## src/rtl/program_loader.sv

```systemverilog
// Boot-time program loader: receives a byte-stream program image, assembles
// little-endian 32-bit words, writes them to instruction memory and releases
// the core from reset only after the XOR checksum matches.
module program_loader #(
   parameter int MEMORY_DEPTH = 32
) (
   input  logic        clk,
   input  logic        reset,
   input  logic        start,
   input  logic [7:0]  rx_data,
   input  logic        rx_valid,
   output logic        rx_ready,
   output logic        mem_we,
   output logic [31:0] mem_addr,
   output logic [31:0] mem_wdata,
   output logic        cpu_reset,
   output logic        done,
   output logic        error
);

   localparam logic [7:0] DEPTH8 = 8'(MEMORY_DEPTH);

   typedef enum logic [2:0] {
      S_IDLE, S_HEADER, S_DATA, S_CHECK, S_DONE, S_ERROR
   } state_t;

   state_t      state_q;
   logic [7:0]  n_q, word_idx_q, acc_q;
   logic [1:0]  byte_idx_q;
   logic [23:0] asm_q;        // lower three bytes of the word being assembled
   logic        rx_ready_q, mem_we_q, cpu_reset_q, done_q, error_q;
   logic [31:0] mem_addr_q, mem_wdata_q;

   logic        accept_d, hdr_ok_d, last_word_d;
   logic [7:0]  acc_d;
   logic [31:0] word_d;

   // Handshake, next accumulator value and completed word for the current byte
   always_comb begin
      accept_d    = rx_valid & rx_ready_q;
      acc_d       = acc_q ^ rx_data;
      word_d      = {rx_data, asm_q};
      hdr_ok_d    = (rx_data != 8'd0) && (rx_data <= DEPTH8);
      last_word_d = (word_idx_q == (n_q - 8'd1));
   end

   // Loader FSM; every output is registered and updated on the transition edge
   always_ff @(posedge clk) begin
      if (reset) begin
         state_q     <= S_IDLE;
         n_q         <= '0;
         word_idx_q  <= '0;
         byte_idx_q  <= '0;
         acc_q       <= '0;
         asm_q       <= '0;
         rx_ready_q  <= 1'b0;
         mem_we_q    <= 1'b0;
         mem_addr_q  <= '0;
         mem_wdata_q <= '0;
         cpu_reset_q <= 1'b1;
         done_q      <= 1'b0;
         error_q     <= 1'b0;
      end else begin
         mem_we_q <= 1'b0;
         case (state_q)
            S_IDLE: begin
               if (start) begin
                  state_q    <= S_HEADER;
                  rx_ready_q <= 1'b1;
               end
            end
            S_HEADER: begin
               if (accept_d) begin
                  if (hdr_ok_d) begin
                     n_q        <= rx_data;
                     word_idx_q <= '0;
                     byte_idx_q <= '0;
                     acc_q      <= '0;
                     state_q    <= S_DATA;
                  end else begin
                     rx_ready_q <= 1'b0;
                     error_q    <= 1'b1;
                     state_q    <= S_ERROR;
                  end
               end
            end
            S_DATA: begin
               if (accept_d) begin
                  acc_q      <= acc_d;
                  byte_idx_q <= byte_idx_q + 2'd1;
                  if (byte_idx_q == 2'd3) begin
                     // Write register is separate, so the next word can start
                     // assembling on the very next cycle.
                     mem_we_q    <= 1'b1;
                     mem_wdata_q <= word_d;
                     mem_addr_q  <= {22'd0, word_idx_q, 2'b00};
                     word_idx_q  <= word_idx_q + 8'd1;
                     if (last_word_d) state_q <= S_CHECK;
                  end else begin
                     asm_q[{byte_idx_q, 3'b000} +: 8] <= rx_data;
                  end
               end
            end
            S_CHECK: begin
               if (accept_d) begin
                  rx_ready_q <= 1'b0;
                  if (rx_data == acc_q) begin
                     done_q      <= 1'b1;
                     cpu_reset_q <= 1'b0;
                     state_q     <= S_DONE;
                  end else begin
                     error_q <= 1'b1;
                     state_q <= S_ERROR;
                  end
               end
            end
            S_DONE: begin
               if (start) begin
                  rx_ready_q  <= 1'b1;
                  cpu_reset_q <= 1'b1;
                  done_q      <= 1'b0;
                  state_q     <= S_HEADER;
               end
            end
            S_ERROR: begin
               if (start) begin
                  rx_ready_q <= 1'b1;
                  error_q    <= 1'b0;
                  state_q    <= S_HEADER;
               end
            end
            default: state_q <= S_IDLE;
         endcase
      end
   end

   assign rx_ready  = rx_ready_q;
   assign mem_we    = mem_we_q;
   assign mem_addr  = mem_addr_q;
   assign mem_wdata = mem_wdata_q;
   assign cpu_reset = cpu_reset_q;
   assign done      = done_q;
   assign error     = error_q;

endmodule

```

## config.mk

```make
export PLATFORM = sky130hd
export DESIGN_NAME = program_loader
export DESIGN_NICKNAME = d
export VERILOG_FILES = /design/src/rtl/program_loader.sv
export SDC_FILE = /design/constraint.sdc
export NUM_CORES = 1
export LEC_CHECK = 0
export ABC_AREA = 1
export CAP_MARGIN = 20
export CORE_ASPECT_RATIO = 1.25
export CORE_UTILIZATION = 52
export CTS_CLUSTER_DIAMETER = 60
export DETAILED_ROUTE_END_ITERATION = 7
export GPL_TIMING_DRIVEN = 0
export PLACE_DENSITY = 0.82
export SYNTH_ARGS = -nofsm -noshare
export SYNTH_HDL_FRONTEND = slang
export SYNTH_SLANG_ARGS = --single-unit
```

## constraint.sdc

```tcl
create_clock -name clk -period 2.22 [get_ports clk]
set_input_delay 0.555 -clock clk [delete_from_list [all_inputs] [get_ports clk]]
set_output_delay 0.555 -clock clk [all_outputs]
set_load 0.03 [all_outputs]
```

==> results of run 1 <==
-- registers in the layout (all words and copies together), names as in the netlist --
register	flops
mem_addr	8
acc_q	8
mem_we	1
error	1
word_idx_q	8
byte_idx_q	2
cpu_reset	1
n_q	8
mem_wdata	32
state_q	3
done	1
asm_q	24
rx_ready	1
-- logic make-up after synthesis --
kind of cell,share of synthesized area
and+or+nand+nor,0.202
other,0.000843
DFF,0.441
AOI/OAI and AO/OA,0.188
adders and majority gates,0.0197
buffers and inverters,0.119
xor gates and xnor gates,0.0295
-- worst min path at each step --
| stage | from | end | cells past startpoint |
|---|---|---|---|
| floorplan | asm_q[5]$_SDFFE_PP0P_ | asm_q[5]$_SDFFE_PP0P_ | 2 |
| global placement | error$_SDFFE_PP0P_ | error$_SDFFE_PP0P_ | 2 |
| detailed placement | n_q[7]$_SDFFE_PP0P_ | n_q[7]$_SDFFE_PP0P_ | 2 |
| CTS | n_q[7]$_SDFFE_PP0P_ | n_q[7]$_SDFFE_PP0P_ | 2 |
| global route | asm_q[23]$_SDFFE_PP0P_ | mem_wdata[23]$_SDFFE_PP0P_ | 2 |
| finish | error$_SDFFE_PP0P_ | error$_SDFFE_PP0P_ | 2 |
-- layout by cell type (no fill, tap or decap) --
master	Yosys	layout
clkbuf_2	1	1
a211oi_1	16	16
buf_6	1	1
clkdlybuf4s50_1	0	50
a31oi_1	16	16
clkinv_2	0	2
inv_2	2	2
a21oi_1	69	69
buf_1	1	1
clkbuf_8	0	9
nor3b_1	2	2
nand3_4	2	2
xnor2_1	5	5
nor3_4	1	1
dlygate4sd2_1	0	5
nand3b_1	2	2
o21ai_0	48	48
bufinv_16	0	2
o21ai_1	4	4
nand4_1	9	9
dfxtp_1	98	98
inv_6	0	1
buf_4	24	24
buf_2	11	11
nand2_1	80	80
a211oi_2	1	1
conb_1	1	24
nand3_1	26	26
ha_1	7	7
or3_1	5	5
nor2_1	62	61
clkbuf_1	13	14
xor2_1	10	10
inv_1	58	58
or2_2	1	1
nor3_1	7	7
nor2_2	0	1
nand2_2	4	4
-- cells in the mapped netlist (2+ instances only) --
master	instances
nand3b_1	2
dfxtp_1	98
buf_4	24
nor2_1	62
nor3_1	7
or3_1	5
nand2_2	4
nand2_1	80
a211oi_1	16
inv_1	58
nor3b_1	2
buf_2	11
xnor2_1	5
clkbuf_1	13
inv_2	2
ha_1	7
nand3_4	2
o21ai_1	4
a21oi_1	69
xor2_1	10
nand3_1	26
nand4_1	9
o21ai_0	48
a31oi_1	16
-- metal layers --
| layer | vias to the layer above | wire length, um | track usage |
|---|---|---|---|
| met5 | - | 0 | 0 |
| met3 | 27 | 757 | 0.0384 |
| met4 | 0 | 331 | 0.131 |
| li1 | 2086 | - | - |
| met2 | 175 | 5450 | 0.450 |
| met1 | 1953 | 4470 | 0.309 |
-- final cells by class --
| class | count | share of cell area |
|---|---|---|
| multi-input cells | 401 | 0.378 |
| well taps | 97 | 0.0224 |
| repair buffers | 55 | 0.101 |
| inverters | 60 | 0.0416 |
| plain buffers | 51 | 0.0562 |
| clock inverters | 5 | 0.0146 |
| clock buffers | 10 | 0.0236 |
| flip-flops and latches | 98 | 0.363 |
-- worst reg2reg max path, stage by stage, from the launching register on --
cell,delay (ns)
dfxtp_1,0.39
inv_1,0.14
ha_1,0.30
clkbuf_1,0.27
clkbuf_1,0.38
a31oi_1,0.15
a211oi_1,0.30
-- power by group through the flow --
stage                     Clock [mW]  Combinational (mW)  Sequential [mW]
after floorplan                    0               0.546             1.94
after global placement             0               0.752             1.91
after detailed placement           0               0.781             1.91
after global routing            1.31               0.868             1.88
final                           1.24               0.801             1.87
after CTS                       1.24               0.785             1.87
-- repair_timing --
| action | CTS | global route |
|---|---|---|
| resized for setup | 5 | 1 |
| hold buffers | 0 | 0 |
| cloned | 0 | 0 |
| endpoints found under the setup margin | 20 | 3 |
==> results.toml, run 1 <==
[logic_synthesis]
yosysUniqueCellTypes = 31
postSynth.asyncResetShare = 0
yosysSeqAreaShare = 0.441
synth_top_cell_area_share = 0.441
synth_edf_count = 0
syn_avg_cell_area_um2 = 7.58
synth_cells = 587
ys.flop_type = "dfxtp_1"
ys_top_cells_by_area = "dfxtp_1 (44%), a21oi_1 (7.8%), nand2_1 (6.7%), o21ai_0 (5.4%), nor2_1 (5.2%)"
synth_top_area_cell = "dfxtp_1"
syn_area_mm2 = 0.00445
ys.warnings.count = 0
synth_seq_cells = 98

[global_route]
grt_pass1_vias = 3928
antenna_found_initial = 0
grt_overflow_total = 0
grt_max_degree = 16
grt_pass1_wl_um = 18200
gr-usage-all-layers = 0.259

[setup_path]
crit_chain = "clkdlybuf4s50_1 -> nor2_1 -> nand2_1 -> nor2_2 -> nand2_2 -> nand2_2 -> nand2_2 -> a21oi_1 -> nor2_1"
cp.buffers_inverters = 1
cp_slowest_cell = "clkdlybuf4s50_1"
crit_start = "rx_data[7]"
cp.depth = 9
crit_required_ns = 2.47
end_kind = "flop"
r2r-end = "asm_q[22]$_SDFFE_PP0P_"
endpoint = "byte_idx_q[1]$_SDFFE_PP0P_"
cpPeakStageDelay_ns = 0.57
rrSetupSlack_ns = 0.17
critPathLaunchType = "input pin"
cp_common_cell = "nand2_2"
cp.arrival_ns = 2.32
path_class = "input pin to flop"
crit_fanout = 10
rr_worst_depth = 6
crit_family = "simple AND/OR/NAND/NOR gates"
reg2reg_from = "byte_idx_q[0]$_SDFFE_PP0P_"

[clock_tree]
cts_buffer_depth = 2
clkTransAtPathRegs_ns = 0.09
numClockSinks = 98
clk_latency_ns = 0.37
cts_tree = "yes"
root_buffer = "clkbuf_8"
cts_setup_buffers = 0
cts_made_buffers = 9
cts_htree_levels = 3

[die]
rows = 37
die_h_um = 105
initial_core_util = 0.537
die_area_mm2 = 0.00894
die_w_um = 84.7
core-area_mm2 = 0.00829
ioPinCount = 81

[place]
place_area_mm2 = 0.00521
gp_congestion = 0.930
dpl_worst_slack_ns = -0.530
dp.final_hpwl_um = 7970
placed_cells = 762
numPortBuffers = 55

[sta]
finClkSkew_ns = 0.00786
worst_pin_slew_ns = 0.574
fin_ws_ns = 0.142
finalHoldViolations = 0
period_minus_slack_ns = 2.08
whs_ns = 0.457
finalMaxSlewViolations = 0
max_freq_ghz = 0.481
slew_headroom = 0.617
tns_ns = 0
rsz0062_at_grt = "no"
setup_violations = 0
min_period_over_period = 0.936

[pwr]
sw_frac_of_total = 0.314
p_leak_nw = 2.23
pwr-share-seq = 0.478
irDropWorstVdd_v = 0.000692
cellPowerDensity_mw_per_mm2 = 722
combPwrFrac = 0.205
internal_power_mw = 2.68
p_sw_mw = 1.23
pwr-share-clk = 0.317
p_total_mw = 3.91

[detailed_routing]
wl_um = 11000
first_pass_iters = 8
detail-route-antenna-nets = 0
vias = 4241
drt_iter0_drc = 325
post-route-drc-count = 7
wire_per_inst_um = 14.2
vias_per_cell = 5.46

[final_layout]
final_net_count = 695
syn_to_final_growth_pct = 21.6
drive_gt1_frac = 0.0926
final_cells = 777
nFillCells = 726
finish.utilization = 0.653
regArea_mm2 = 0.00196
num_antenna_cells = 0
fin_area_mm2 = 0.00541
multiInputGateArea_mm2 = 0.00205

[job]
max-cap-violations = 0

[outcome]
violations = "design-rule violations"
status = "complete, but fails checks"

[min_path]
min_path_type = "flop to flop"
No activity file was read; power rests on OpenSTA's default activity.
==> inputs of run 2 (changes only) <==
- CORE_UTILIZATION: 52 -> 55
- PLACE_DENSITY: 0.82 -> 0.86
- TNS_END_PERCENT: default -> 100
- clock period: 2.22 -> 2.46 ns (I/O delays scaled with it)
==> run 2 against run 1 <==
Effect of this change: the flow now finishes without violations; die area down 5.3%; critical path type unchanged; hold slack got worse by 0.0071 ns; total power down 10%; non-clock buffer count stayed put; via count shrank 1.1%; clock power is 11% lower; sequential power down 9.6%; sequential cell count is the same; clock-buffer cell count stayed put; highest routed layer unchanged.
==> results.toml, run 2 (same netlist as run 1, synthesis figures left out) <==
[setup_path]
crit_family = "simple AND/OR/NAND/NOR gates"
crit_chain = "clkdlybuf4s50_1 -> inv_1 -> nand4_1 -> nand2_1 -> nand2_1 -> nor2_2 -> nand2_2 -> nand2_4 -> nand2_2 -> a21oi_1 -> nor2_1"
end_kind = "flop"
critPathLaunchType = "input pin"
path_class = "input pin to flop"
crit_fanout = 10
crit_required_ns = 2.71
cp_slowest_cell = "clkdlybuf4s50_1"
cp.arrival_ns = 2.52
cpPeakStageDelay_ns = 0.58
cp.buffers_inverters = 2

[detailed_routing]
drt_iter0_drc = 300
detail-route-antenna-nets = 0
vias = 4195
post-route-drc-count = 0
first_pass_iters = 5
wire_per_inst_um = 14.3
wl_um = 11100
vias_per_cell = 5.41

[final_layout]
final_cells = 776
final_cell_mix = "dfxtp_1 (98), nand2_1 (80), a21oi_1 (69)"
syn_to_final_growth_pct = 21.9
final_net_count = 695
num_antenna_cells = 0
final_common_cell = "dfxtp_1"
finish.utilization = 0.692
largest_reg_flops = 32
drive_gt1_frac = 0.0940
nFillCells = 677

[sta]
rsz0062_at_grt = "no"
max_freq_ghz = 0.441
min_period_over_period = 0.922
finalMaxSlewViolations = 0
finalHoldViolations = 0
setup_violations = 0
slew_headroom = 0.580
tns_ns = 0
finClkSkew_ns = 0.0145
period_minus_slack_ns = 2.27
worst_pin_slew_ns = 0.630
fin_ws_ns = 0.191

[global_route]
gr-usage-all-layers = 0.277
antenna_found_initial = 0
grt_overflow_total = 0
grt_pass1_wl_um = 17500
grt_max_degree = 18
grt_pass1_vias = 3788

[outcome]
status = "finished, final reports clean"

[die]
initial_core_util = 0.568
ioPinCount = 81
die_w_um = 82.5
die_area_mm2 = 0.00846
core-area_mm2 = 0.00784
die_h_um = 103
rows = 36

[clock_tree]
root_buffer = "clkbuf_8"
cts_setup_buffers = 0
clkTransAtPathRegs_ns = 0.10
cts.repair.resized = 0
cts_made_buffers = 9
ctsHoldBuffers = 0
cts_tree = "yes"
cts_buffer_depth = 2
numClockSinks = 98
cts_htree_levels = 3
clk_latency_ns = 0.38

[place]
dp.final_hpwl_um = 8030
numPortBuffers = 55
gp_congestion = 0.946
placed_cells = 760
dpl_worst_slack_ns = -0.297

[min_path]
min_path_type = "flop to flop"

[pwr]
p_total_mw = 3.50
cellPowerDensity_mw_per_mm2 = 646
p_leak_nw = 2.25
irDropWorstVdd_v = 0.000489

[job]
max-cap-violations = 0
-- run 2: changes by cell type in the layout (fill, tap and decap cells not counted) --
cell             change
clkinv_2             -2
dlygate4sd2_1        -5
nand2_2              -1
inv_8                +1
nand2_4              +1
clkinvlp_4           +2
dlymetal6s2s_1       +4
clkdlybuf4s50_1      +1
inv_6                +1
bufinv_16            -1
-- run 2: final timing paths --
kind,cells after the start,to,from,slack (ns)
setup reg to reg,7,asm_q[4]$_SDFFE_PP0P_,byte_idx_q[0]$_SDFFE_PP0P_,0.43
hold / removal,2,error$_SDFFE_PP0P_,error$_SDFFE_PP0P_,0.45
setup / recovery,11,byte_idx_q[1]$_SDFFE_PP0P_,rx_data[3],0.19
hold reg to reg,2,error$_SDFFE_PP0P_,error$_SDFFE_PP0P_,0.45
-- run 2: worst register-to-register path: stages (launching register included) --
cell and delay [ns]:
dfxtp_1 0.40, inv_1 0.15, ha_1 0.31, clkbuf_1 0.18, inv_1 0.12, nand3_1 0.24
or3_1 0.43, a21oi_1 0.13
-- run 2: metal layers --
metal / vias up / track usage / part of all wire
li1: 2075 / - / -
met4: 0 / 0.170 / 0.039
met3: 33 / 0.0416 / 0.053
met5: - / 0 / 0
met1: 1937 / 0.328 / 0.42
met2: 150 / 0.465 / 0.49
-- run 2: layout make-up --
type | count | area (um^2) | share of cell area
clock inverters | 6 | 73.8 | 0.0136
clock buffers | 10 | 128 | 0.0235
inverters | 60 | 225 | 0.0415
plain buffers | 51 | 304 | 0.0560
multi-input cells | 401 | 2050 | 0.378
flip-flops and latches | 98 | 1960 | 0.362
well taps | 95 | 119 | 0.0219
repair buffers | 55 | 561 | 0.103
-- run 2: stage by stage --
stage / hold slack, ns / cell area [um^2]
floorplan: 0.429 / 4540
finish: 0.450 / 5430
detailed placement: 0.439 / 5210
global route: 0.478 / 5430
CTS: 0.454 / 5410
global placement: 0.437 / 5210
-- run 2: power by group --
group | switching (mW) | internal, mW | leakage (nW)
registers | 0.0493 | 1.64 | 0.790
logic | 0.498 | 0.222 | 1.36
clock network | 0.612 | 0.485 | 0.0954
total | 1.16 | 2.34 | 2.25
